$ cat src/rtl/cronometro_pkg.sv
// Shared types and constants for the stopwatch run/pause/clear controller.
package cronometro_pkg;

  typedef enum logic [1:0] {
    IDLE    = 2'd0,
    RUNNING = 2'd1,
    PAUSED  = 2'd2
  } state_t;

  localparam int SEC_U_W = 4;
  localparam int SEC_D_W = 3;
  localparam int MIN_U_W = 4;
  localparam int MIN_D_W = 3;

  localparam logic [SEC_U_W-1:0] SEC_U_MAX = 4'd9;
  localparam logic [SEC_D_W-1:0] SEC_D_MAX = 3'd5;
  localparam logic [MIN_U_W-1:0] MIN_U_MAX = 4'd9;
  localparam logic [MIN_D_W-1:0] MIN_D_MAX = 3'd5;

endpackage

$ cat src/rtl/cron_btn_edge.sv
// Button conditioner: 2-FF synchronizer followed by a rising-edge detector.
// PRESS is high for exactly one cycle per press, however long BTN is held.
module cron_btn_edge (
  input  logic CLK,
  input  logic RST_N,
  input  logic BTN,
  output logic PRESS
);

  logic r_meta, r_sync, r_prev;

  // Synchronize the raw level and keep one cycle of history for edge detection
  always_ff @(posedge CLK or negedge RST_N) begin
    if (!RST_N) begin
      r_meta <= 1'b0;
      r_sync <= 1'b0;
      r_prev <= 1'b0;
    end else begin
      r_meta <= BTN;
      r_sync <= r_meta;
      r_prev <= r_sync;
    end
  end

  assign PRESS = r_sync & ~r_prev;

endmodule

$ cat src/rtl/cronometro_ctrl.sv
// Stopwatch controller: button conditioning, IDLE/RUNNING/PAUSED FSM,
// seconds prescaler and the mm:ss BCD digit cascade.
// Optional lap freeze enabled by defining CRONOMETRO_LAP_EN.
module cronometro_ctrl
  import cronometro_pkg::*;
#(
  parameter int TICK_DIV = 50000000
) (
  input  logic               CLK,
  input  logic               RST_N,
  input  logic               START_STOP,
  input  logic               CLEAR,
  output logic [SEC_U_W-1:0] SEC_U,
  output logic [SEC_D_W-1:0] SEC_D,
  output logic [MIN_U_W-1:0] MIN_U,
  output logic [MIN_D_W-1:0] MIN_D,
  output logic               RUN,
  output logic               TICK,
  output logic               CLK_OUT,
  output logic               LAP
);

  localparam int            PW      = $clog2(TICK_DIV);
  localparam logic [PW-1:0] PRE_MAX = PW'(TICK_DIV - 1);

  logic w_ss, w_clr;
  state_t r_state, w_state_nxt;
  logic [PW-1:0]      r_presc;
  logic [SEC_U_W-1:0] r_sec_u;
  logic [SEC_D_W-1:0] r_sec_d;
  logic [MIN_U_W-1:0] r_min_u;
  logic [MIN_D_W-1:0] r_min_d;
  logic w_tick, w_su_max, w_sd_max, w_mu_max, w_md_max;

  cron_btn_edge u_btn_ss  (.CLK(CLK), .RST_N(RST_N), .BTN(START_STOP), .PRESS(w_ss));
  cron_btn_edge u_btn_clr (.CLK(CLK), .RST_N(RST_N), .BTN(CLEAR),      .PRESS(w_clr));

  // State register
  always_ff @(posedge CLK or negedge RST_N) begin
    if (!RST_N) r_state <= IDLE;
    else        r_state <= w_state_nxt;
  end

  // Next state: START_STOP wins in IDLE/RUNNING, CLEAR wins in PAUSED
  always_comb begin
    w_state_nxt = r_state;
    unique case (r_state)
      IDLE:    if (w_ss) w_state_nxt = RUNNING;
      RUNNING: if (w_ss) w_state_nxt = PAUSED;
      PAUSED: begin
        if (w_clr)     w_state_nxt = IDLE;
        else if (w_ss) w_state_nxt = RUNNING;
      end
      default: w_state_nxt = IDLE;
    endcase
  end

  assign RUN      = (r_state == RUNNING);
  assign w_tick   = RUN && (r_presc == PRE_MAX);
  assign w_su_max = (r_sec_u == SEC_U_MAX);
  assign w_sd_max = (r_sec_d == SEC_D_MAX);
  assign w_mu_max = (r_min_u == MIN_U_MAX);
  assign w_md_max = (r_min_d == MIN_D_MAX);
  assign TICK     = w_tick;
  assign CLK_OUT  = w_tick && w_su_max && w_sd_max && w_mu_max && w_md_max;

  // Prescaler: counts only while running, held while paused, zeroed on entering IDLE
  always_ff @(posedge CLK or negedge RST_N) begin
    if (!RST_N)                    r_presc <= '0;
    else if (w_state_nxt == IDLE)  r_presc <= '0;
    else if (w_tick)               r_presc <= '0;
    else if (RUN)                  r_presc <= r_presc + 1'b1;
  end

  // Digit cascade: each digit steps when every lower digit is at its maximum
  always_ff @(posedge CLK or negedge RST_N) begin
    if (!RST_N) begin
      r_sec_u <= '0;
      r_sec_d <= '0;
      r_min_u <= '0;
      r_min_d <= '0;
    end else if (w_state_nxt == IDLE) begin
      r_sec_u <= '0;
      r_sec_d <= '0;
      r_min_u <= '0;
      r_min_d <= '0;
    end else if (w_tick) begin
      r_sec_u <= w_su_max ? '0 : r_sec_u + 1'b1;
      if (w_su_max)
        r_sec_d <= w_sd_max ? '0 : r_sec_d + 1'b1;
      if (w_su_max && w_sd_max)
        r_min_u <= w_mu_max ? '0 : r_min_u + 1'b1;
      if (w_su_max && w_sd_max && w_mu_max)
        r_min_d <= w_md_max ? '0 : r_min_d + 1'b1;
    end
  end

`ifdef CRONOMETRO_LAP_EN
  logic               w_lap_tgl;
  logic               r_lap;
  logic [SEC_U_W-1:0] r_snap_su;
  logic [SEC_D_W-1:0] r_snap_sd;
  logic [MIN_U_W-1:0] r_snap_mu;
  logic [MIN_D_W-1:0] r_snap_md;

  // A START_STOP press in the same cycle takes priority over the lap toggle
  assign w_lap_tgl = RUN && w_clr && !w_ss;

  // Lap flag and snapshot; the snapshot is taken only on the 0->1 transition
  always_ff @(posedge CLK or negedge RST_N) begin
    if (!RST_N) begin
      r_lap     <= 1'b0;
      r_snap_su <= '0;
      r_snap_sd <= '0;
      r_snap_mu <= '0;
      r_snap_md <= '0;
    end else if (w_state_nxt != RUNNING) begin
      r_lap <= 1'b0;
    end else if (w_lap_tgl) begin
      r_lap <= ~r_lap;
      if (!r_lap) begin
        r_snap_su <= r_sec_u;
        r_snap_sd <= r_sec_d;
        r_snap_mu <= r_min_u;
        r_snap_md <= r_min_d;
      end
    end
  end

  assign LAP   = r_lap;
  assign SEC_U = r_lap ? r_snap_su : r_sec_u;
  assign SEC_D = r_lap ? r_snap_sd : r_sec_d;
  assign MIN_U = r_lap ? r_snap_mu : r_min_u;
  assign MIN_D = r_lap ? r_snap_md : r_min_d;
`else
  assign LAP   = 1'b0;
  assign SEC_U = r_sec_u;
  assign SEC_D = r_sec_d;
  assign MIN_U = r_min_u;
  assign MIN_D = r_min_d;
`endif

endmodule

$ cat config.mk
export PLATFORM = sky130hd
export DESIGN_NAME = cronometro_ctrl
export DESIGN_NICKNAME = d
export VERILOG_FILES = /design/src/rtl/cronometro_pkg.sv /design/src/rtl/cron_btn_edge.sv /design/src/rtl/cronometro_ctrl.sv
export SDC_FILE = /design/constraint.sdc
export NUM_CORES = 1
export LEC_CHECK = 0
export CAP_MARGIN = 20
export CELL_PAD_IN_SITES_DETAIL_PLACEMENT = 0
export CELL_PAD_IN_SITES_GLOBAL_PLACEMENT = 1
export CORE_MARGIN = 1
export CORE_UTILIZATION = 40
export CTS_CLUSTER_DIAMETER = 200
export CTS_CLUSTER_SIZE = 8
export DETAILED_ROUTE_END_ITERATION = 16
export PLACE_DENSITY = 0.86
export SLEW_MARGIN = 20
export SYNTH_ARGS = -nofsm -noshare
export SYNTH_HDL_FRONTEND = slang
export SYNTH_SLANG_ARGS = --single-unit
$ cat constraint.sdc
create_clock -name CLK -period 2 [get_ports CLK]
set_input_delay 0.4 -clock CLK [delete_from_list [all_inputs] [get_ports CLK]]
set_output_delay 0.4 -clock CLK [all_outputs]
set_load 0.01 [all_outputs]
== Word-level counts from Yosys, hierarchy flattened ==
Cells that the tools add are included.
Storage, ports and cells
  word-level logic and storage cells: 67
  memory bits (read-only): 0
  output and inout bits: 18
  input port bits: 4
  memories kept: 0
  latch bits: 0
  register bits after elaboration: 48
  RAM bits: 0
Cells by class
  shifts and indexed selects: 0
  multiplexer cells: 22
  $lt $le $gt $ge: 0
  reductions and logical operators: 17
  multipliers: 0
  $add $sub $neg: 5
  divide/modulo/power cells: 0
  equal/unequal tests: 7
  bitwise logic cells: 4
Operators with widths (number)
  two-way mux 26 bit: 3
  two-way mux 4 bit: 7
  adder 26 x 1 -> 26 bit, second input constant: 1
  == test 26 bit, second input constant: 1
  two-way mux 3 bit: 8
  adder 4 x 1 -> 4 bit, second input constant: 2
  == test 4 bit, second input constant: 2
  nonzero test 2 bit: 4
  logical AND 1 bit: 7
  adder 3 x 1 -> 3 bit, second input constant: 2
  == test 3 bit, second input constant: 2
  two-way mux 2 bit: 3
  case mux 2 bit (3 select lines): 1
  AND reduction 2 bit: 3
  logical NOT 2 bit: 2
  nonzero test 3 bit: 1
  AND 1 bit: 2
  == test 2 x 1 -> 1 bit, second input constant: 1
  == test 2 bit, second input constant: 1
  NOT 1 bit: 2

== Depth between registers and ports, before layout ==
  depth in word-level cells: 8
  depth in mapped cells: 9

== Modules after synthesis ==
From an unflattened synthesis, not the netlist that was laid out.
Second synthesis, totals
  cell total of the unflattened synthesis: 254
  area total of the unflattened synthesis: 2555.0 sq um
By module, submodules not included
  cronometro_ctrl: area each 2377.3 sq um, cells each 246, seq. area each 1051.0 sq um, times used 1
  cron_btn_edge: area each 88.8 sq um, cells each 4, seq. area each 75.1 sq um, times used 2

== Worst setup path after synthesis ==
Ideal clock, no wire load.
  path kind: flip-flop to output port
  start: register r_presc[15]
  end: output CLK_OUT
  arrival: 1.776 ns
  slack: -0.176 ns
  data required time: 1.600 ns
  stages on the path, launching flop included: 7
  path through: dfrtp_1 > buf_2 > nand4_1 > or4_1 > buf_2 > nor4_2 > and3b_1
On the way
  longest elaborated chain between the ends: 6
Ends and longest elaborated chain
  start: declaration: RTL line cronometro_ctrl.sv:28  | logic [PW-1:0] r_presc;
  start signal: assignment: RTL line cronometro_ctrl.sv:72  | else if (RUN) r_presc <= r_presc + 1'b1;
  == test 26 bit: RTL line cronometro_ctrl.sv:59  | assign w_tick = RUN && (r_presc == PRE_MAX);
  logical AND 1 bit: RTL line cronometro_ctrl.sv:59
  logical AND 1 bit (4 in a row): RTL line cronometro_ctrl.sv:65  | assign CLK_OUT = w_tick && w_su_max && w_sd_max && w_mu_max && w_md_max;
  end: declaration: RTL line cronometro_ctrl.sv:19  | output logic CLK_OUT,
No other way between the ends.

== Final worst setup path ==
  start: register r_presc[5]
  end: output CLK_OUT
The elaborated chain is that of the path after synthesis.

==> results by stage <==
Global routing:
- The first global-routing pass estimated 10.5 mm of wire.
- For met3 alone, demand over resource in global routing was 5.17%.
- The number of antenna violations at the first check in global routing is 0.
- Summed over all layers, the global routing overflow is 0.
- In this run the most used layer during global routing was met2.
- The met2 layer usage reported by global route is 37.1%.
- Entering global routing, the biggest net connects 49 pins.
- The number of global-route vias before repair is 2258.
- For this run, the total global-route usage over all layers was measured as 21.2%.
- Global routing used 25.7% of the available met1 tracks.

Cells and area:
- With fillers left out, the area of the finished cells amounts to 0.00387 mm2.
- Once layout is complete, the utilization of the core stands at 64.7%.
- The number of antenna cells inserted is 0.
- The fraction of layout instances using a drive strength above 1 is 37.2%.
- For this run, the post-layout net count is 374.
- Compared with the post-synthesis result, the final layout area differs by 54.2%.

Clock tree:
- The maximum number of buffers from clock root to sink is 2.
- The TritonCTS clock tree is yes.
- The worst-skew pair later-pin latency is 310 ps.
- The H-tree was split into 2 levels.
- The CTS buffer count is 5.
- In this run the clock root is driven by a sky130_fd_sc_hd__clkbuf_8.
- The number of sinks driven by the clock tree is 48.
- After clock tree synthesis, the clock-pin slew on the worst setup and hold paths is 90 ps.

Synth:
- The number of nets handed over by synthesis was 276.
- The mapped netlist covers 0.00251 mm2.
- The count of warnings emitted by yosys is 0.
- The dominant combinational cell family by area after synthesis is simple AND/OR/NAND/NOR gates.
- By count the netlist is led by 48 x sky130_fd_sc_hd__dfrtp_1, 38 x sky130_fd_sc_hd__nor2_1, 23 x sky130_fd_sc_hd__nand2_1, 19 x sky130_fd_sc_hd__xnor2_1, 14 x sky130_fd_sc_hd__a21oi_1.
- Of all cell types, the one taking the most synthesized area is sky130_fd_sc_hd__dfrtp_1.
- The most common cell in the netlist is sky130_fd_sc_hd__dfrtp_1.
- The simple-gate area share of the yosys netlist is 29.8%.
- The multiplexer fraction of the synthesized cell area is 2.79%.
- The synthesized netlist devotes 6.67% of its cell area to compound gates.
- The number of synthesized register bits is 48.
- After Yosys synthesis, full adders, half adders and majority gates account for 2.49% of the synthesized area.
- Sequential cells were found to cover 47.8% of the synthesized design area.
- The synthesized design devotes to its leading area cell type 47.8% of total area.
- The synthesized area per cell is 9.41 um2.
- The synthesized netlist devotes 6.97% of its cell area to XOR and XNOR gates.
- Counting every instance in the synthesized netlist gives 267.
- The number of flops mapped to enable cells by yosys is 0.
- Counting flops with an async set or reset pin after synthesis yields a share of 100%.
- For this run, the leading register cell type out of synthesis is sky130_fd_sc_hd__dfrtp_1.
- In the post-synthesis netlist, the biggest area contributors are sky130_fd_sc_hd__dfrtp_1 48%, sky130_fd_sc_hd__xnor2_1 6.6%, sky130_fd_sc_hd__nor2_1 5.7%.
- In this run, distinct cell masters in the synthesized netlist total 44.

Critical path:
- The endpoint arrival time on the critical path is 1980 ps.
- Counting cells, the worst reg-to-reg path comes to 8.
- The required arrival time at the worst endpoint is 1600 ps.
- STA classifies the critical path endpoint as an output pin.
- The critical path is of the reg -> out type.
- The worst register-to-register path ends at SEC_U[0].
- In this run the worst path has a maximum fanout of 2.
- For flop-to-flop paths, the worst setup slack is -260 ps.
- The element type at the critical path start is a flop.
- The startpoint identified for the worst register-to-register timing path is r_presc[5].

Place:
- The routability congestion estimate from global placement is 0.811.
- The number of I/O port buffers is 20.
- The wire-length estimate of the detail-placed layout is 4.06 mm.
- The total placed instance area is 0.00327 mm2.

STA:
- The measured slew at the worst slew-check pin is 618 ps.
- Setup repair after global routing could not meet its margin everywhere.
- The worst pin sits at a relative slew slack of 58.8%.
- Setup violations remaining at the end of the flow were counted as 31.
- Once routing completed, OpenROAD measured the worst setup slack at -382 ps.
- The final-report max-slew violation count came to 0.
- The clock arrives with 7.53 ps of skew.
- The part of the cycle the worst path needs is 119%.
- Static timing analysis puts the maximum clock frequency at 0.420 GHz.
- The final count of hold timing violations is 0.
- The final critical delay including setup and external delays is 2380 ps.

Floorplan:
- The initial core utilization is 42.0%.
- After floorplanning, the core was divided into 28 placement rows.
- The die footprint is 0.00660 mm2.
- The floorplan die width is 81.3 um.
- Measured along the y axis, the die boundary spans 81.3 um.
- The standard cell core area is 0.00599 mm2.
- The top-level I/O count is 22.

Drt:
- The total via count after detailed routing is 2374.
- The final antenna-violating net count is 0.
- The final routed DRC violation total is 0.
- The number of vias per cell is 5.38.
- After the first detailed-routing iteration, the DRC count stood at 159.
- The average detailed-routed wire length per instance is 15.5 um.
- The total detailed-routing wirelength is 6.84 mm.
- The number of detailed-route iterations in the first pass is 4.

Power and ir drop:
- For this design the ratio of total power to cell area is 619 mW/mm2.
- The total leakage power is 1.63 nW.
- The largest voltage drop on the vdd net is 0.573 mV.

Flow run:
- Max-cap violations in this run came to 0.

Run status:
- The flow ran to the end, but the final reports show violations.
- The checks that failed: setup timing.

Hold path:
- In this run the worst hold path is classified as in -> async.
[worst max path at each step]
stage | startpoint | end | slack, ps | cells past startpoint
finish | r_presc[5] | CLK_OUT | -380 | 6
floorplan | SEC_U[1] | CLK_OUT | -40 | 6
CTS | r_presc[3] | CLK_OUT | -560 | 6
detailed placement | r_presc[5] | CLK_OUT | -580 | 5
global route | r_presc[5] | CLK_OUT | -490 | 6
global placement | r_presc[6] | CLK_OUT | -520 | 5
[what timing repair did]
item / 4_1_cts / 5_1_grt
gates resized for setup: 30 / 53
pin swaps: 9 / 25
buffers inserted: 9 / 9
cloned: 3 / 1
endpoints found under the setup margin: 35 / 42
hold buffers: 0 / 0
[through the flow]
step	hold WS [ps]	instances	power [mW]	TNS (ps)	worst slack, ps
after floorplan	104	267	1.21	-58.2	-36.9
after global placement	334	417	1.39	-1810	-524
after detailed placement	343	417	1.40	-2310	-579
after CTS	202	437	2.38	-7160	-561
after global routing	237	441	2.49	-7480	-488
final	176	441	2.40	-4530	-382
[report_power, final]
| group | internal [mW] | switching [mW] |
|---|---|---|
| logic | 0.299 | 0.330 |
| registers | 1.00 | 0.0149 |
| clock network | 0.409 | 0.347 |
[worst max-delay path, cell delays in order (launching register included)]
cell	delay, ps
sky130_fd_sc_hd__dfrtp_1	370
sky130_fd_sc_hd__nand4_1	130
sky130_fd_sc_hd__or4_4	540
sky130_fd_sc_hd__buf_6	150
sky130_fd_sc_hd__nor4_4	150
sky130_fd_sc_hd__and3b_2	240
sky130_fd_sc_hd__buf_6	100
[state kept, by name (all words and copies together) (netlist names)]
signal and cells:
MIN_D 3, MIN_U 4, SEC_D 3, SEC_U 4
r_presc 26, r_state 2, u_btn_clr.r_meta 1, u_btn_clr.r_prev 1
u_btn_clr.r_sync 1, u_btn_ss.r_meta 1, u_btn_ss.r_prev 1, u_btn_ss.r_sync 1
[cell usage in the layout (no fill, tap or decap), types with 7 or more instances in the layout]
cell type,Yosys,routed
sky130_fd_sc_hd__a21oi_2,0,7
sky130_fd_sc_hd__buf_4,1,62
sky130_fd_sc_hd__buf_6,1,11
sky130_fd_sc_hd__clkdlybuf4s50_1,0,16
sky130_fd_sc_hd__dfrtp_1,48,48
sky130_fd_sc_hd__inv_1,10,9
sky130_fd_sc_hd__mux2i_1,7,7
sky130_fd_sc_hd__nand2_1,23,22
sky130_fd_sc_hd__nand3_1,11,10
sky130_fd_sc_hd__nor2_1,38,30
sky130_fd_sc_hd__nor3_1,13,10
sky130_fd_sc_hd__xnor2_1,19,17
[per-layer routing]
metal  part of all wire, %  up-vias  wire (um)
li1                      -     1126          -
met1                    42     1159       2860
met2                    51       74       3480
met3                   5.0       15        345
met4                   2.4        0        162
met5                     0        -          0
[cell type report]
cell class	instances	area, um2
clock buffers	6	82.6
clock inverters	2	38.8
fillers	449	2120
inverters	10	40.0
multi-input cells	201	1480
flip-flops and latches	48	1200
well taps	75	93.8
repair buffers	99	943
[cells by family after synthesis]
group | Yosys count
AO/OA/AOI/OAI | 29
other | 1
adder cells (fa/ha/maj) | 5
flip-flops | 48
XOR/XNOR | 20
multiplexers | 7
AND/OR/NAND/NOR | 139
buffers and inverters | 18
(Power assumes the default switching activity.)
